## src/rtl/path_stack.sv

```systemverilog
// path_stack: location stack for the maze controller, replayed bottom-to-top over valid/ready.
// Optional: define PATH_STACK_OVF_EN for a sticky overflow flag that suppresses replay.
module path_stack #(
    parameter int DEPTH = 256,
    parameter int W     = 8
) (
    input  logic         clk,
    input  logic         rst,
    input  logic         push,
    input  logic         pop,
    input  logic [W-1:0] dIn,
    input  logic         run,
    input  logic         pathRdy,
    output logic [W-1:0] top,
    output logic         empStck,
    output logic         full,
    output logic [W-1:0] pathOut,
    output logic         pathVld,
    output logic         replayDone,
    output logic         ovf
);
    localparam int AW = $clog2(DEPTH);
    localparam logic [AW:0] ONE      = (AW+1)'(1);
    localparam logic [AW:0] FULL_CNT = (AW+1)'(DEPTH);

    typedef enum logic [1:0] {IDLE, REPLAY, FIN} state_t;

    state_t        state_reg, state_next;
    logic [W-1:0]  mem [DEPTH];
    logic [AW:0]   sp_reg, sp_next;
    logic [AW:0]   rp_reg, rp_next;
    logic [W-1:0]  path_out_reg;
    logic          is_empty, is_full, handshake, last_entry, ovf_flag;
    logic          wr_en, load_out;
    logic [AW-1:0] wr_addr, top_addr;

    assign is_empty   = (sp_reg == '0);
    assign is_full    = (sp_reg == FULL_CNT);
    assign handshake  = (state_reg == REPLAY) && pathRdy;
    assign last_entry = (rp_reg == sp_reg - ONE);
    assign top_addr   = AW'(sp_reg - ONE);

`ifdef PATH_STACK_OVF_EN
    logic ovf_reg, ovf_next;

    always_comb begin
        ovf_next = ovf_reg;
        if (state_reg == IDLE && push && !pop && is_full)
            ovf_next = 1'b1;
    end

    always_ff @(posedge clk) begin
        if (!rst) ovf_reg <= 1'b0;
        else      ovf_reg <= ovf_next;
    end

    assign ovf_flag = ovf_reg;
`else
    assign ovf_flag = 1'b0;
`endif

    always_ff @(posedge clk) begin
        if (!rst) state_reg <= IDLE;
        else      state_reg <= state_next;
    end

    // An overflowed route is corrupt, so replay is skipped straight to FIN.
    always_comb begin
        state_next = state_reg;
        unique case (state_reg)
            IDLE:    if (run) state_next = (is_empty || ovf_flag) ? FIN : REPLAY;
            REPLAY:  if (handshake && last_entry) state_next = FIN;
            FIN:     if (!run) state_next = IDLE;
            default: state_next = IDLE;
        endcase
    end

    always_comb begin
        pathVld    = 1'b0;
        replayDone = 1'b0;
        unique case (state_reg)
            REPLAY:  pathVld    = 1'b1;
            FIN:     replayDone = 1'b1;
            default: ;
        endcase
    end

    // Push/pop only act in IDLE; a simultaneous push+pop replaces the top entry.
    always_comb begin
        sp_next = sp_reg;
        wr_en   = 1'b0;
        wr_addr = sp_reg[AW-1:0];
        if (state_reg == IDLE) begin
            if (push && pop && !is_empty) begin
                wr_en   = 1'b1;
                wr_addr = top_addr;
            end else if (push && !is_full) begin
                wr_en   = 1'b1;
                sp_next = sp_reg + ONE;
            end else if (pop && !push && !is_empty) begin
                sp_next = sp_reg - ONE;
            end
        end
    end

    always_comb begin
        rp_next  = rp_reg;
        load_out = 1'b0;
        if (state_reg == IDLE && state_next == REPLAY) begin
            rp_next  = '0;
            load_out = 1'b1;
        end else if (handshake) begin
            rp_next  = rp_reg + ONE;
            load_out = !last_entry;
        end
    end

    always_ff @(posedge clk) begin
        if (!rst) begin
            sp_reg       <= '0;
            rp_reg       <= '0;
            path_out_reg <= '0;
        end else begin
            sp_reg <= sp_next;
            rp_reg <= rp_next;
            if (load_out)
                path_out_reg <= mem[rp_next[AW-1:0]];
        end
    end

    always_ff @(posedge clk) begin
        if (rst && wr_en)
            mem[wr_addr] <= dIn;
    end

    assign top     = is_empty ? '0 : mem[top_addr];
    assign empStck = is_empty;
    assign full    = is_full;
    assign pathOut = path_out_reg;
    assign ovf     = ovf_flag;

endmodule

```

## config.mk

```make
export PLATFORM = sky130hd
export DESIGN_NAME = path_stack
export DESIGN_NICKNAME = d
export VERILOG_FILES = /design/src/rtl/path_stack.sv
export SDC_FILE = /design/constraint.sdc
export NUM_CORES = 2
export LEC_CHECK = 0
export CORE_ASPECT_RATIO = 0.5
export CORE_UTILIZATION = 35
export DETAILED_ROUTE_END_ITERATION = 10
export PLACE_DENSITY = 0.51
export SETUP_SLACK_MARGIN = 0.5
export SYNTH_ARGS = -nofsm -noshare
export SYNTH_HDL_FRONTEND = slang
export SYNTH_SLANG_ARGS = --single-unit
```

## constraint.sdc

```tcl
create_clock -name clk -period 15.3 [get_ports clk]
set_input_delay 4.59 -clock clk [delete_from_list [all_inputs] [get_ports clk]]
set_output_delay 4.59 -clock clk [all_outputs]
set_load 0.01 [all_outputs]
```

### Word level (Yosys, flattened, before mapping)

Memory sizes are Yosys's and may differ from the RTL's. A register that Yosys moved wholly into a read port is not among the register bits.
Cells that the tools add are included.
Widths: inputs -> output; s select.

| operators by class | value |
|---|---|
| add/subtract/negate cells | 3 |
| equality and inequality tests | 5 |
| multiplexer cells | 21 |
| bitwise logic cells | 2 |
| reductions and logical operators | 19 |

Operators by type and width:

| kind | number |
|---|---|
| $mux 8 | 5 |
| $add 9x1->9 const B | 2 |
| $mux 9 | 2 |
| $eq 9x9->1 | 1 |
| $eq 9x9->1 const B | 1 |
| $logic_and 1x1->1 | 9 |
| $logic_not 9->1 | 1 |
| $mux 1 | 9 |
| $sub 9x1->9 const B | 1 |
| $mux 2 | 4 |
| $pmux 2 s3 | 1 |
| $logic_not 1->1 | 5 |
| $eq 2x1->1 const B | 2 |
| $reduce_and 3->1 | 1 |
| $eq 2x2->1 const B | 1 |
| $logic_not 2->1 | 1 |
| $not 1->1 | 2 |
| $reduce_bool 2->1 | 1 |
| $reduce_or 2->1 | 1 |

| word-level totals | value |
|---|---|
| register bits | 20 |
| bits in writable memories | 2048 |
| input port bits | 14 |
| memories kept | 1 |

Memories:

| memory | depth | bits a word | rd ports | clocked after Yosys merged registers in | wr ports | line | RTL |
|---|---|---|---|---|---|---|---|
| mem | 256 | 8 | 2 | 1 | 1 | 29 | `logic [W-1:0] mem [DEPTH];` |

### Depth between registers and ports, before layout

| depth | value |
|---|---|
| depth after elaboration | 9 |
| mapped depth | 20 |
| depth with buffers taken out | 12 |

### Worst setup path before layout

Ideal clock, no wire load.

| path | value |
|---|---|
| path type | reg2out |
| start point | register sp_reg[0] |
| end point | output port top[5] |
| arrival time | 3776 ps |
| required time | 10710 ps |
| setup slack | 6934 ps |
| stages on the path, launching flop included | 17 |
| path buffers | 6 |
| cells stage by stage | dfxtp_1 > buf_2 > clkbuf_1 > clkbuf_1 > inv_1 > ha_1 > clkbuf_1 > clkbuf_1 > clkbuf_1 > mux4_2 > mux4_2 > nor2_1 > nor2_1 > o211ai_1 > o21ai_0 > o21ai_0 > nor2_1 |

| on the way | value |
|---|---|
| longest elaborated chain between the ends | 3 |
| elaborated cells on any way between the ends | 4 |

RTL lines:

| what | line | RTL |
|---|---|---|
| from (decl) | 30 | `logic [AW:0] sp_reg, sp_next;` |
| from (signal assigned) | 124 | `sp_reg <= sp_next;` |
| $sub 9x1->9 | - |  |
| $mem_v2 256x8 | - |  |
| $mux 8 (*) | 136 | `assign top = is_empty ? '0 : mem[top_addr];` |
| to (decl) | 14 | `output logic [W-1:0] top,` |

Every way passes the cells marked *; elsewhere a longest branch is shown, timed or not.

### Worst setup path after layout

| path | value |
|---|---|
| start point | register sp_reg[0] |
| end point | output port top[0] |

The elaborated chain is that of the path after synthesis.

==> flow_metrics.tcl <==
set metrics [dict create \
    pwrdens_nw_per_um2 190 \
    synth_area_per_cell_um2 14.8 \
    setup_tns_ns 0 \
    synthDistinctLibCells 91 \
    asyncSetResetFlopFracSynth 0 \
    outcome "finished, violations left" \
    place.port_buffers 33 \
    report.final.slew_viol_count 0 \
    leak_pwr_nw 33.3 \
    path_clk_slew_ns 0.06 \
    cts-resized-gates 0 \
    multi_input_comb_area_um2 34200 \
    drt.antenna.violating_nets 0 \
    post_dp_hpwl_um 238000 \
    grt_antenna_before_repair 23 \
    ys_seq_area_frac 0.629 \
    max-clock-path-buffers 4 \
    synth_area_um2 98600 \
    grt_pass1_vias 65100 \
    syn-num-nets 6684 \
    largest_vdd_supply_drop_v 0.000278 \
    postSynth.topFlopCell "sky130_fd_sc_hd__edfxtp_1" \
    grt_usage 0.274 \
    layout.core_utilization 0.396 \
    routabilityCongestion 0.902 \
    fin_crit_sh 0.806 \
    hold_viol_final 0 \
    synth_top_cells_by_area "sky130_fd_sc_hd__edfxtp_1 (62%), sky130_fd_sc_hd__mux4_2 (15%), sky130_fd_sc_hd__mux2i_1 (3.3%)" \
    synth_area_leader_cell "sky130_fd_sc_hd__edfxtp_1" \
    cp_data_arrival_time_ns 7.74 \
    chipHeight_um 377 \
    insertion_delay_ns 0.88 \
    n_fill_cell 25800 \
    initial_core_util 0.353 \
    timing.critical_path.fanout_max 79 \
    hold_buffers 0 \
    wire_length_of_the_first_global_routing_pass_um 545000 \
    violations_in_the_final_reports "design-rule violations" \
    grt_start_max_net_pins 108 \
    slew_headroom 0.0441 \
    floorplan.rows 137 \
    layout-drive-gt1-share 0.193 \
    cts_tree "built" \
    boundaryPins 35 \
    tritoncts.num_buffers 210 \
    synth-edff-count 2048 \
    regArea_um2 62100 \
    post_cts.repair.setup_buffers 0 \
    clock_sink_count 2076 \
    clock_skew_ns 0.0405 \
    total_of_endpoints_with_negative_setup_slack_in_the_final_report 0 \
    detail_route.iter0.violations 10100 \
    mostFrequentLayoutCell "sky130_fd_sc_hd__edfxtp_1" \
    timing_worst_slew_pin_value_ns 1.40 \
    hold-worst-slack_ns 0.585 \
    via_cell_ratio 6.45 \
    h-tree-depth 4 \
    cp_launch_type "flip-flop" \
    dr_total_vias 68300 \
    drt-pass1-iter-count 11 \
    cap_viol_max_count 0 \
    ys.warnings.count 0 \
    fp.dieW_um 753 \
    finalCriticalPeriod_ns 12.33 \
    syn_to_final_growth_pct 12.1 \
    max_clock_freq_mhz 81.1 \
    fin_total_pwr_mw 21.0 \
    rsz_0062_raised_after_global_routing "false" \
    design.core.area_um2 279000 \
    worst_setup_path_end_kind "output port" \
    mostFrequentLayoutCells "sky130_fd_sc_hd__edfxtp_1 (2048), sky130_fd_sc_hd__nand2_1 (831), sky130_fd_sc_hd__mux4_2 (642)" \
    synth.ff_latch_count 2076 \
    worst_hold_path_type "reg -> reg" \
    post-synth-top-area-fraction 0.624 \
    totalWireLength_um 400000 \
    finish.net_count 6667 \
    largest_register_ff_count 2048 \
    netlist_instances 6666 \
    path_class "reg -> out" \
    drt_drc_violations_left 1 \
    design.die.area_um2 284000 \
    globalRoute.totalOverflow 0 \
    clockRootBuffer "sky130_fd_sc_hd__clkbuf_16" \
    critPathRequiredTime_ns 10.71 \
    detail_route.wl_per_cell_um 37.8 \
]
## power by group
group | leakage [nW] | total, mW | switching, mW | internal [mW]
clock | 3.28 | 5.27 | 2.32 | 2.95
sequential | 18.6 | 6.38 | 0.0780 | 6.30
combinational | 11.4 | 9.38 | 6.27 | 3.11
## per-stage QoR
| step | cells | setup WS (ns) | cell area, µm² |
|---|---|---|---|
| floorplan | 6666 | 6.93 | 98600 |
| global placement | 10200 | 3.83 | 104000 |
| detailed placement | 10200 | 3.95 | 104000 |
| CTS | 10600 | 2.99 | 111000 |
| global route | 10600 | 2.72 | 111000 |
| finish | 10600 | 2.97 | 111000 |
## worst max-delay path, cell delays in order (launching register included)
cell                              delay, ns
sky130_fd_sc_hd__dfxtp_4               0.61
sky130_fd_sc_hd__buf_12                0.44
sky130_fd_sc_hd__buf_4                 0.84
sky130_fd_sc_hd__buf_4                 0.66
sky130_fd_sc_hd__mux4_2                0.59
sky130_fd_sc_hd__mux4_2                0.49
sky130_fd_sc_hd__nor2_1                0.39
sky130_fd_sc_hd__nor2_1                0.08
sky130_fd_sc_hd__o21ai_0               0.71
sky130_fd_sc_hd__o21ai_0               0.42
sky130_fd_sc_hd__o21ai_0               0.66
sky130_fd_sc_hd__nor2_1                0.15
sky130_fd_sc_hd__clkdlybuf4s50_1       0.52
## path summary, 6_finish.rpt
kind	startpoint	to	slack [ns]	depth (start not counted)
worst max-delay path	sp_reg[0]	top[0]	2.97	12
worst min-delay path	sp_reg[8]	sp_reg[8]	0.58	2
worst max register to register	sp_reg[0]	pathOut[0]	8.51	13
worst min register to register	sp_reg[8]	sp_reg[8]	0.58	2
## layer usage
metal,up-vias,routed length [µm],GRT usage
li1,26900,-,-
met1,35800,159000,0.378
met2,4770,173000,0.406
met3,925,49600,0.0789
met4,16,18900,0.114
met5,-,105,0
## cells in the mapped netlist (99+ instances only)
cell type                  instances
sky130_fd_sc_hd__nor2_1          517
sky130_fd_sc_hd__edfxtp_1       2048
sky130_fd_sc_hd__nand2_1         850
sky130_fd_sc_hd__mux2i_1         329
sky130_fd_sc_hd__mux4_2          642
sky130_fd_sc_hd__clkbuf_1        219
sky130_fd_sc_hd__buf_2           207
sky130_fd_sc_hd__o22ai_1         293
sky130_fd_sc_hd__nor3_1           99
sky130_fd_sc_hd__a21oi_1         335
sky130_fd_sc_hd__nand3_1         115
sky130_fd_sc_hd__o221ai_1        110
sky130_fd_sc_hd__o21ai_0         167
## kinds of logic (layout without fill, tap and decap cells)
family | count (synthesis) | after routing | synth area share
muxes | 981 | 981 | 0.181
adders and majority gates | 4 | 4 | 0.000508
other | 1 | 14 | 0.0000380
and+or+nand+nor | 1770 | 1770 | 0.0763
xor gates and xnor gates | 38 | 38 | 0.00416
buffers and inverters | 564 | 718 | 0.0270
DFF | 2076 | 2076 | 0.629
AOI/OAI and AO/OA | 1232 | 1232 | 0.0812
## final cells by class
cell class / count / share of cell area
diodes: 13 / 0.000294
well taps: 3753 / 0.0425
multi-input cells: 4026 / 0.310
repair buffers: 328 / 0.0251
inverters: 7 / 0.000238
clock inverters: 115 / 0.0101
flip-flops and latches: 2076 / 0.561
clock buffers: 268 / 0.0507
Note: power is estimated with default switching activity, not from simulation.
